## src/rtl/pattern_detect_pkg.sv

```systemverilog
// Shared types and constants for the programmable pattern detector.
package pattern_detect_pkg;

    typedef enum logic [1:0] {
        StIdle,
        StConfigured,
        StArmed,
        StDone
    } state_e;

    localparam int unsigned DEFAULT_MAX_LEN = 8;
    localparam int unsigned LEN_W           = $clog2(DEFAULT_MAX_LEN + 1);

endpackage

```

## src/rtl/pattern_match_core.sv

```systemverilog
// History shift register, saturating fill counter and masked compare against the pattern.
module pattern_match_core
    import pattern_detect_pkg::*;
#(
    parameter int unsigned MAX_LEN = DEFAULT_MAX_LEN,
    localparam int unsigned LenW   = $clog2(MAX_LEN + 1)
) (
    input  logic               clk,
    input  logic               rst,
    input  logic               clear_i,
    input  logic               shift_i,
    input  logic               bit_i,
    input  logic [MAX_LEN-1:0] pattern_i,
    input  logic [LenW-1:0]    len_i,
    output logic               hit_o
);

    localparam logic [LenW-1:0] FillMax = LenW'(MAX_LEN);

    logic [MAX_LEN-1:0] hist_q, hist_d;
    logic [LenW-1:0]    fill_q, fill_d;
    logic [MAX_LEN-1:0] mask;

    // Candidate history/fill including the incoming bit; hit is judged on these.
    always_comb begin
        hist_d = {hist_q[MAX_LEN-2:0], bit_i};
        fill_d = (fill_q == FillMax) ? fill_q : fill_q + 1'b1;
        mask   = '0;
        for (int i = 0; i < int'(MAX_LEN); i++) begin
            mask[i] = (i < int'(len_i));
        end
        hit_o = shift_i && (fill_d >= len_i) && (((hist_d ^ pattern_i) & mask) == '0);
    end

    // History is kept across matches so overlapping occurrences are seen.
    always_ff @(posedge clk) begin
        if (rst || clear_i) begin
            hist_q <= '0;
            fill_q <= '0;
        end else if (shift_i) begin
            hist_q <= hist_d;
            fill_q <= fill_d;
        end
    end

endmodule

```

## src/rtl/pattern_detect_ctrl.sv

```systemverilog
// Configurable overlap-aware serial pattern detector with config/arm/abort sequencing.
module pattern_detect_ctrl
    import pattern_detect_pkg::*;
#(
    parameter int unsigned MAX_LEN = DEFAULT_MAX_LEN,
    parameter int unsigned CNT_W   = 8,
    parameter int unsigned TO_W    = 16,
    localparam int unsigned LenW   = $clog2(MAX_LEN + 1)
) (
    input  logic               clk,
    input  logic               rst,
    input  logic               cfg_valid_i,
    output logic               cfg_ready_o,
    input  logic [MAX_LEN-1:0] cfg_pattern_i,
    input  logic [LenW-1:0]    cfg_len_i,
    input  logic [CNT_W-1:0]   cfg_count_i,
    input  logic [TO_W-1:0]    cfg_timeout_i,
    output logic               cfg_err_o,
    input  logic               start_i,
    input  logic               abort_i,
    input  logic               data_valid_i,
    input  logic               data_in_i,
    output logic               match_o,
    output logic [CNT_W-1:0]   match_cnt_o,
    output logic               busy_o,
    output logic               done_o,
    output logic               timed_out_o
);

    state_e             state_q, state_d;
    logic [MAX_LEN-1:0] pat_q, pat_d;
    logic [LenW-1:0]    len_q, len_d;
    logic [CNT_W-1:0]   budget_q, budget_d;
    logic [TO_W-1:0]    to_lim_q, to_lim_d;
    logic [TO_W-1:0]    to_cnt_q, to_cnt_d;
    logic [CNT_W-1:0]   match_cnt_q, match_cnt_d;
    logic               match_q, match_d;
    logic               done_q, done_d;
    logic               tmo_q, tmo_d;
    logic               err_q, err_d;

    logic               cfg_fire, len_ok;
    logic               core_clear, core_shift, hit;
    logic [CNT_W-1:0]   cnt_inc;

    assign cfg_ready_o = (state_q != StArmed);
    assign busy_o      = (state_q == StArmed);
    assign cfg_fire    = cfg_valid_i && cfg_ready_o;
    assign len_ok      = (cfg_len_i != '0) && (cfg_len_i <= LenW'(MAX_LEN));
    assign cnt_inc     = (&match_cnt_q) ? match_cnt_q : match_cnt_q + 1'b1;

    pattern_match_core #(
        .MAX_LEN (MAX_LEN)
    ) u_core (
        .clk       (clk),
        .rst       (rst),
        .clear_i   (core_clear),
        .shift_i   (core_shift),
        .bit_i     (data_in_i),
        .pattern_i (pat_q),
        .len_i     (len_q),
        .hit_o     (hit)
    );

    // Next-state, counter and output-register updates.
    always_comb begin
        state_d     = state_q;
        pat_d       = pat_q;
        len_d       = len_q;
        budget_d    = budget_q;
        to_lim_d    = to_lim_q;
        to_cnt_d    = to_cnt_q;
        match_cnt_d = match_cnt_q;
        match_d     = 1'b0;
        done_d      = done_q;
        tmo_d       = tmo_q;
        err_d       = 1'b0;
        core_clear  = 1'b0;
        core_shift  = 1'b0;

        case (state_q)
            StIdle, StConfigured, StDone: begin
                if (cfg_fire) begin
                    if (len_ok) begin
                        pat_d    = cfg_pattern_i;
                        len_d    = cfg_len_i;
                        budget_d = cfg_count_i;
                        to_lim_d = cfg_timeout_i;
                        done_d   = 1'b0;
                        tmo_d    = 1'b0;
                        state_d  = StConfigured;
                    end else begin
                        err_d   = 1'b1;
                        state_d = StIdle;
                    end
                end else if (start_i && (state_q != StIdle)) begin
                    match_cnt_d = '0;
                    to_cnt_d    = '0;
                    done_d      = 1'b0;
                    tmo_d       = 1'b0;
                    core_clear  = 1'b1;
                    state_d     = StArmed;
                end
            end
            StArmed: begin
                core_shift = data_valid_i;
                if (abort_i) begin
                    // Any match in this cycle is discarded.
                    state_d = StConfigured;
                end else begin
                    to_cnt_d = to_cnt_q + 1'b1;
                    if (hit) begin
                        match_d     = 1'b1;
                        match_cnt_d = cnt_inc;
                    end
                    // A budget-completing match takes precedence over a coincident timeout.
                    if (hit && (budget_q != '0) && (cnt_inc == budget_q)) begin
                        done_d  = 1'b1;
                        state_d = StDone;
                    end else if ((to_lim_q != '0) && (to_cnt_d == to_lim_q)) begin
                        done_d  = 1'b1;
                        tmo_d   = 1'b1;
                        state_d = StDone;
                    end
                end
            end
            default: state_d = StIdle;
        endcase
    end

    // State and register bank with synchronous reset.
    always_ff @(posedge clk) begin
        if (rst) begin
            state_q     <= StIdle;
            pat_q       <= '0;
            len_q       <= '0;
            budget_q    <= '0;
            to_lim_q    <= '0;
            to_cnt_q    <= '0;
            match_cnt_q <= '0;
            match_q     <= 1'b0;
            done_q      <= 1'b0;
            tmo_q       <= 1'b0;
            err_q       <= 1'b0;
        end else begin
            state_q     <= state_d;
            pat_q       <= pat_d;
            len_q       <= len_d;
            budget_q    <= budget_d;
            to_lim_q    <= to_lim_d;
            to_cnt_q    <= to_cnt_d;
            match_cnt_q <= match_cnt_d;
            match_q     <= match_d;
            done_q      <= done_d;
            tmo_q       <= tmo_d;
            err_q       <= err_d;
        end
    end

    assign match_o     = match_q;
    assign match_cnt_o = match_cnt_q;
    assign done_o      = done_q;
    assign timed_out_o = tmo_q;
    assign cfg_err_o   = err_q;

endmodule
```

## config.mk

```make
export PLATFORM = sky130hd
export DESIGN_NAME = pattern_detect_ctrl
export DESIGN_NICKNAME = d
export VERILOG_FILES = /design/src/rtl/pattern_detect_pkg.sv /design/src/rtl/pattern_match_core.sv /design/src/rtl/pattern_detect_ctrl.sv
export SDC_FILE = /design/constraint.sdc
export NUM_CORES = 1
export LEC_CHECK = 0
export CAP_MARGIN = 10
export CORE_ASPECT_RATIO = 1.5
export CORE_MARGIN = 2
export CORE_UTILIZATION = 25
export DETAILED_ROUTE_END_ITERATION = 10
export GPL_TIMING_DRIVEN = 0
export PLACE_DENSITY_LB_ADDON = 0.2
export REMOVE_ABC_BUFFERS = 1
export SLEW_MARGIN = 40
export SYNTH_ARGS = -nofsm -noshare
export SYNTH_HDL_FRONTEND = slang
export SYNTH_SLANG_ARGS = --single-unit
```

## constraint.sdc

```tcl
create_clock -name clk -period 5.2 [get_ports clk]
set_input_delay 0.52 -clock clk [delete_from_list [all_inputs] [get_ports clk]]
set_output_delay 0.52 -clock clk [all_outputs]
set_load 0.01 [all_outputs]
```

==> results.cfg <==
[status]
status = completed

[detailed_routing]
drcViolationCount = 0
first_pass_iters = 4
ant_nets = 0
detail_route.wl_per_cell_microns = 14.67
via_per_inst = 4.963
drt_iter0_markers = 156
vias = 4030
drt_wl_total_microns = 11910

[clock_tree]
cts_max_level = 3
cts.clk_slew.worst_paths_ps = 60
clk_path_buf_depth = 2
root_buffer = clkbuf_16
cts_resized = 0
cts_tree = built
numCtsBuffers = 9
postCtsSetupRepairBufs = 0
ctsHoldBuffers = 0
clkLatencyLatePin_ps = 340
clkSinkCount = 77

[global_route]
track_usage = 0.1377
overflow = 0
grt_max_degree = 51
grt_pass1_vias = 3892
grt_pass1_wl_microns = 19340
antenna_found_initial = 0

[setup_path]
path_max_fanout = 13
required_ps = 5450
crit_chain = nand2b_1 > clkinv_1 > and2_1 > o211ai_1 > a211oi_4 > nand4_1 > and2_1 > a211oi_1
cp-start-kind = flop
max_stage_delay_ps = 450
worstSetupPathType = reg2reg
critPathLaunch = state_q[0]$_SDFFE_PP0P_
arrival_ps = 3190
rr_startpoint = state_q[0]$_SDFFE_PP0P_
reg2reg_to = state_q[0]$_SDFFE_PP0P_
endpoint = state_q[0]$_SDFFE_PP0P_
critPathSlowestCell = nand2b_1
regToRegSetupSlack_ps = 2260
r2r_cells = 8
cp_common_cell = and2_1
end_kind = flop

[finish]
regArea_sq_um = 1541
drive_above_1_share = 0.05482
post-route-util = 0.3219
syn2layout_area_growth_pct = 26.63
n_fill_cell = 1786
nets = 649
multi_input_area_sq_um = 2549
diodes = 0

[yosys]
yosysSeqAreaShare = 0.3633
synth_cell_type_count = 57
synthFlopType = dfxtp_1
syn_area_per_cell_sq_um = 7.576
async_reset_ff_frac = 0
synthCells = 560
synth_seq_cells = 77
synth_edf_count = 0
yosysWarnings = 0
synthesis.area_sq_um = 4243

[floorplan]
start_util = 0.2542
die_h_microns = 163.6
die_x_microns = 110.4
coreArea_sq_um = 16690
io_pins = 57
dieArea_sq_um = 18050
fp-row-count = 58

[timing]
hold_violations = 0
timing.final.crit_share = 0.5659
fin_skew_ps = 6.324
slew_headroom = 0.5492
setup_viol = 0
setup-tns-final_ps = 0
rsz0062_at_grt = false
period_needed_ps = 2943
fmaxAchievable_mhz = 339.8
drv_slew = 0
worst_pin_slew_ps = 676.1

[power]
cell_internal_pwr_mw = 1.117
p_leak_nw = 1.863
p_sw_frac = 0.2362
vdd_drop_max_mv = 0.1131
power.switching_mw = 0.3452
seqPwrFrac = 0.428
clkPwrFrac = 0.465
p_comb_frac = 0.107
power_density_nw_per_um2 = 272.1

[worst_hold_path]
hold_path.class = reg2reg

[place]
hpwl_microns = 8706
gp_congestion = 0.8056
portBuffers = 56

[flow_run]
maxCapViolations = 0
-- cells in the final DEF, fill, tap and decap left out, types with 8 or more instances in the layout --
master / n
o21ai_0: 26
nand3_1: 16
dfxtp_1: 77
clkbuf_16: 9
ha_1: 8
inv_1: 14
nor3_1: 8
a211oi_1: 8
nand4_1: 8
nand2_1: 110
nor2_1: 30
and2_1: 8
nor4_1: 8
xor2_1: 16
clkdlybuf4s50_1: 55
xnor2_1: 21
a21oi_1: 81
or3_1: 8
-- critical path, delay by kind of cell (launching register included) --
| kind | cells | cell delay, ps |
|---|---|---|
| buf+inv | 1 | 380 |
| flops | 1 | 320 |
| compound gates | 3 | 830 |
| simple gates | 4 | 1330 |
-- synth_stat cells (2+ instances only) --
library cell  instances  share of area
nand2_1             110          0.097
or4_1                 7          0.012
ha_1                  8          0.024
and2_1                8          0.012
nand4_1               8          0.012
nor3_1                8         0.0094
inv_1                14          0.012
a31oi_1               4         0.0059
o31ai_1               3         0.0053
mux2i_1               4         0.0094
clkbuf_1             31          0.027
and3_1                5         0.0074
xnor2_1              21          0.043
or3_1                 8          0.012
nand4b_1              3         0.0062
a21o_1                5         0.0088
xor2_1               16          0.033
nor4_1                8          0.012
a211oi_1              8          0.014
o211ai_1              2         0.0035
a21oi_1              82          0.097
nor2b_1               4         0.0059
nand3_1              17          0.020
and4_1                3         0.0062
nor2_1               31          0.027
a41oi_1               2         0.0041
a211o_1               2         0.0041
nand3b_1              3         0.0053
nand2b_1              6         0.0088
dfxtp_1              77           0.36
o21ai_0              26          0.031
-- metrics by stage --
stage               setup WS [ps]  hold slack [ps]  power [mW]  area [sq um]  std cells
floorplan                    2668            442.0      0.7131          4118        527
global placement            812.9            448.3      0.7851          4941        793
detailed placement           2245            454.5      0.7973          5057        797
CTS                          2205            464.7       1.478          5373        812
global route                 2051            491.4       1.518          5373        812
finish                       2257            462.0       1.462          5373        812
-- per-layer routing --
metal,GRT usage,share of wire,routed length [microns]
met5,0,0,0
met4,0.04773,0.018,213
met3,0.02434,0.032,383
met2,0.2493,0.53,6270
met1,0.1594,0.42,5045
-- cell families (layout without fill, tap and decap cells) --
group,count (synthesis),in the layout,synth area share
AOI/OAI and AO/OA,153,153,0.2218
and+or+nand+nor,232,232,0.2601
xor gates and xnor gates,37,37,0.07638
muxes,5,5,0.01209
buffers and inverters,48,90,0.04276
DFF,77,77,0.3633
adders and majority gates,8,8,0.02359
-- power groups by stage --
stage	sequential, mW	combinational [mW]	clock, mW
6_report	0.625	0.157	0.680
5_1_grt	0.627	0.173	0.718
4_1_cts	0.625	0.159	0.693
3_5_place_dp	0.639	0.159	0
3_3_place_gp	0.638	0.147	0
2_1_floorplan	0.632	0.0812	0
-- flip-flops by register name, indices dropped and copies added, names as in the netlist, 2 cells and up --
name and count:
u_core.hist_q 7, state_q 2, to_cnt_q 16, pat_q 8, len_q 4, match_cnt_o 8, budget_q 8, to_lim_q 16
u_core.fill_q 4
-- final cells by class --
cell class / count / share of cell area
Multi-Input combinational cell: 435 / 0.4744
Inverter: 15 / 0.01048
Sequential cell: 77 / 0.2869
Clock inverter: 4 / 0.01351
Tap cell: 210 / 0.04891
Timing Repair Buffer: 60 / 0.1206
Clock buffer: 11 / 0.04518
-- how the worst min path moves through the flow --
| stage | startpoint | end | slack [ps] | depth (start not counted) |
|---|---|---|---|---|
| after floorplan | pat_q[0]$_SDFFE_PP0P_ | pat_q[0]$_SDFFE_PP0P_ | 440 | 2 |
| after global placement | timed_out_o$_SDFFE_PP0P_ | timed_out_o$_SDFFE_PP0P_ | 450 | 2 |
| after detailed placement | timed_out_o$_SDFFE_PP0P_ | timed_out_o$_SDFFE_PP0P_ | 450 | 2 |
| after CTS | timed_out_o$_SDFFE_PP0P_ | timed_out_o$_SDFFE_PP0P_ | 460 | 2 |
| after global routing | u_core.hist_q[6]$_SDFFE_PP0P_ | u_core.hist_q[6]$_SDFFE_PP0P_ | 490 | 2 |
| final | timed_out_o$_SDFFE_PP0P_ | timed_out_o$_SDFFE_PP0P_ | 460 | 2 |
(Power assumes the default switching activity.)
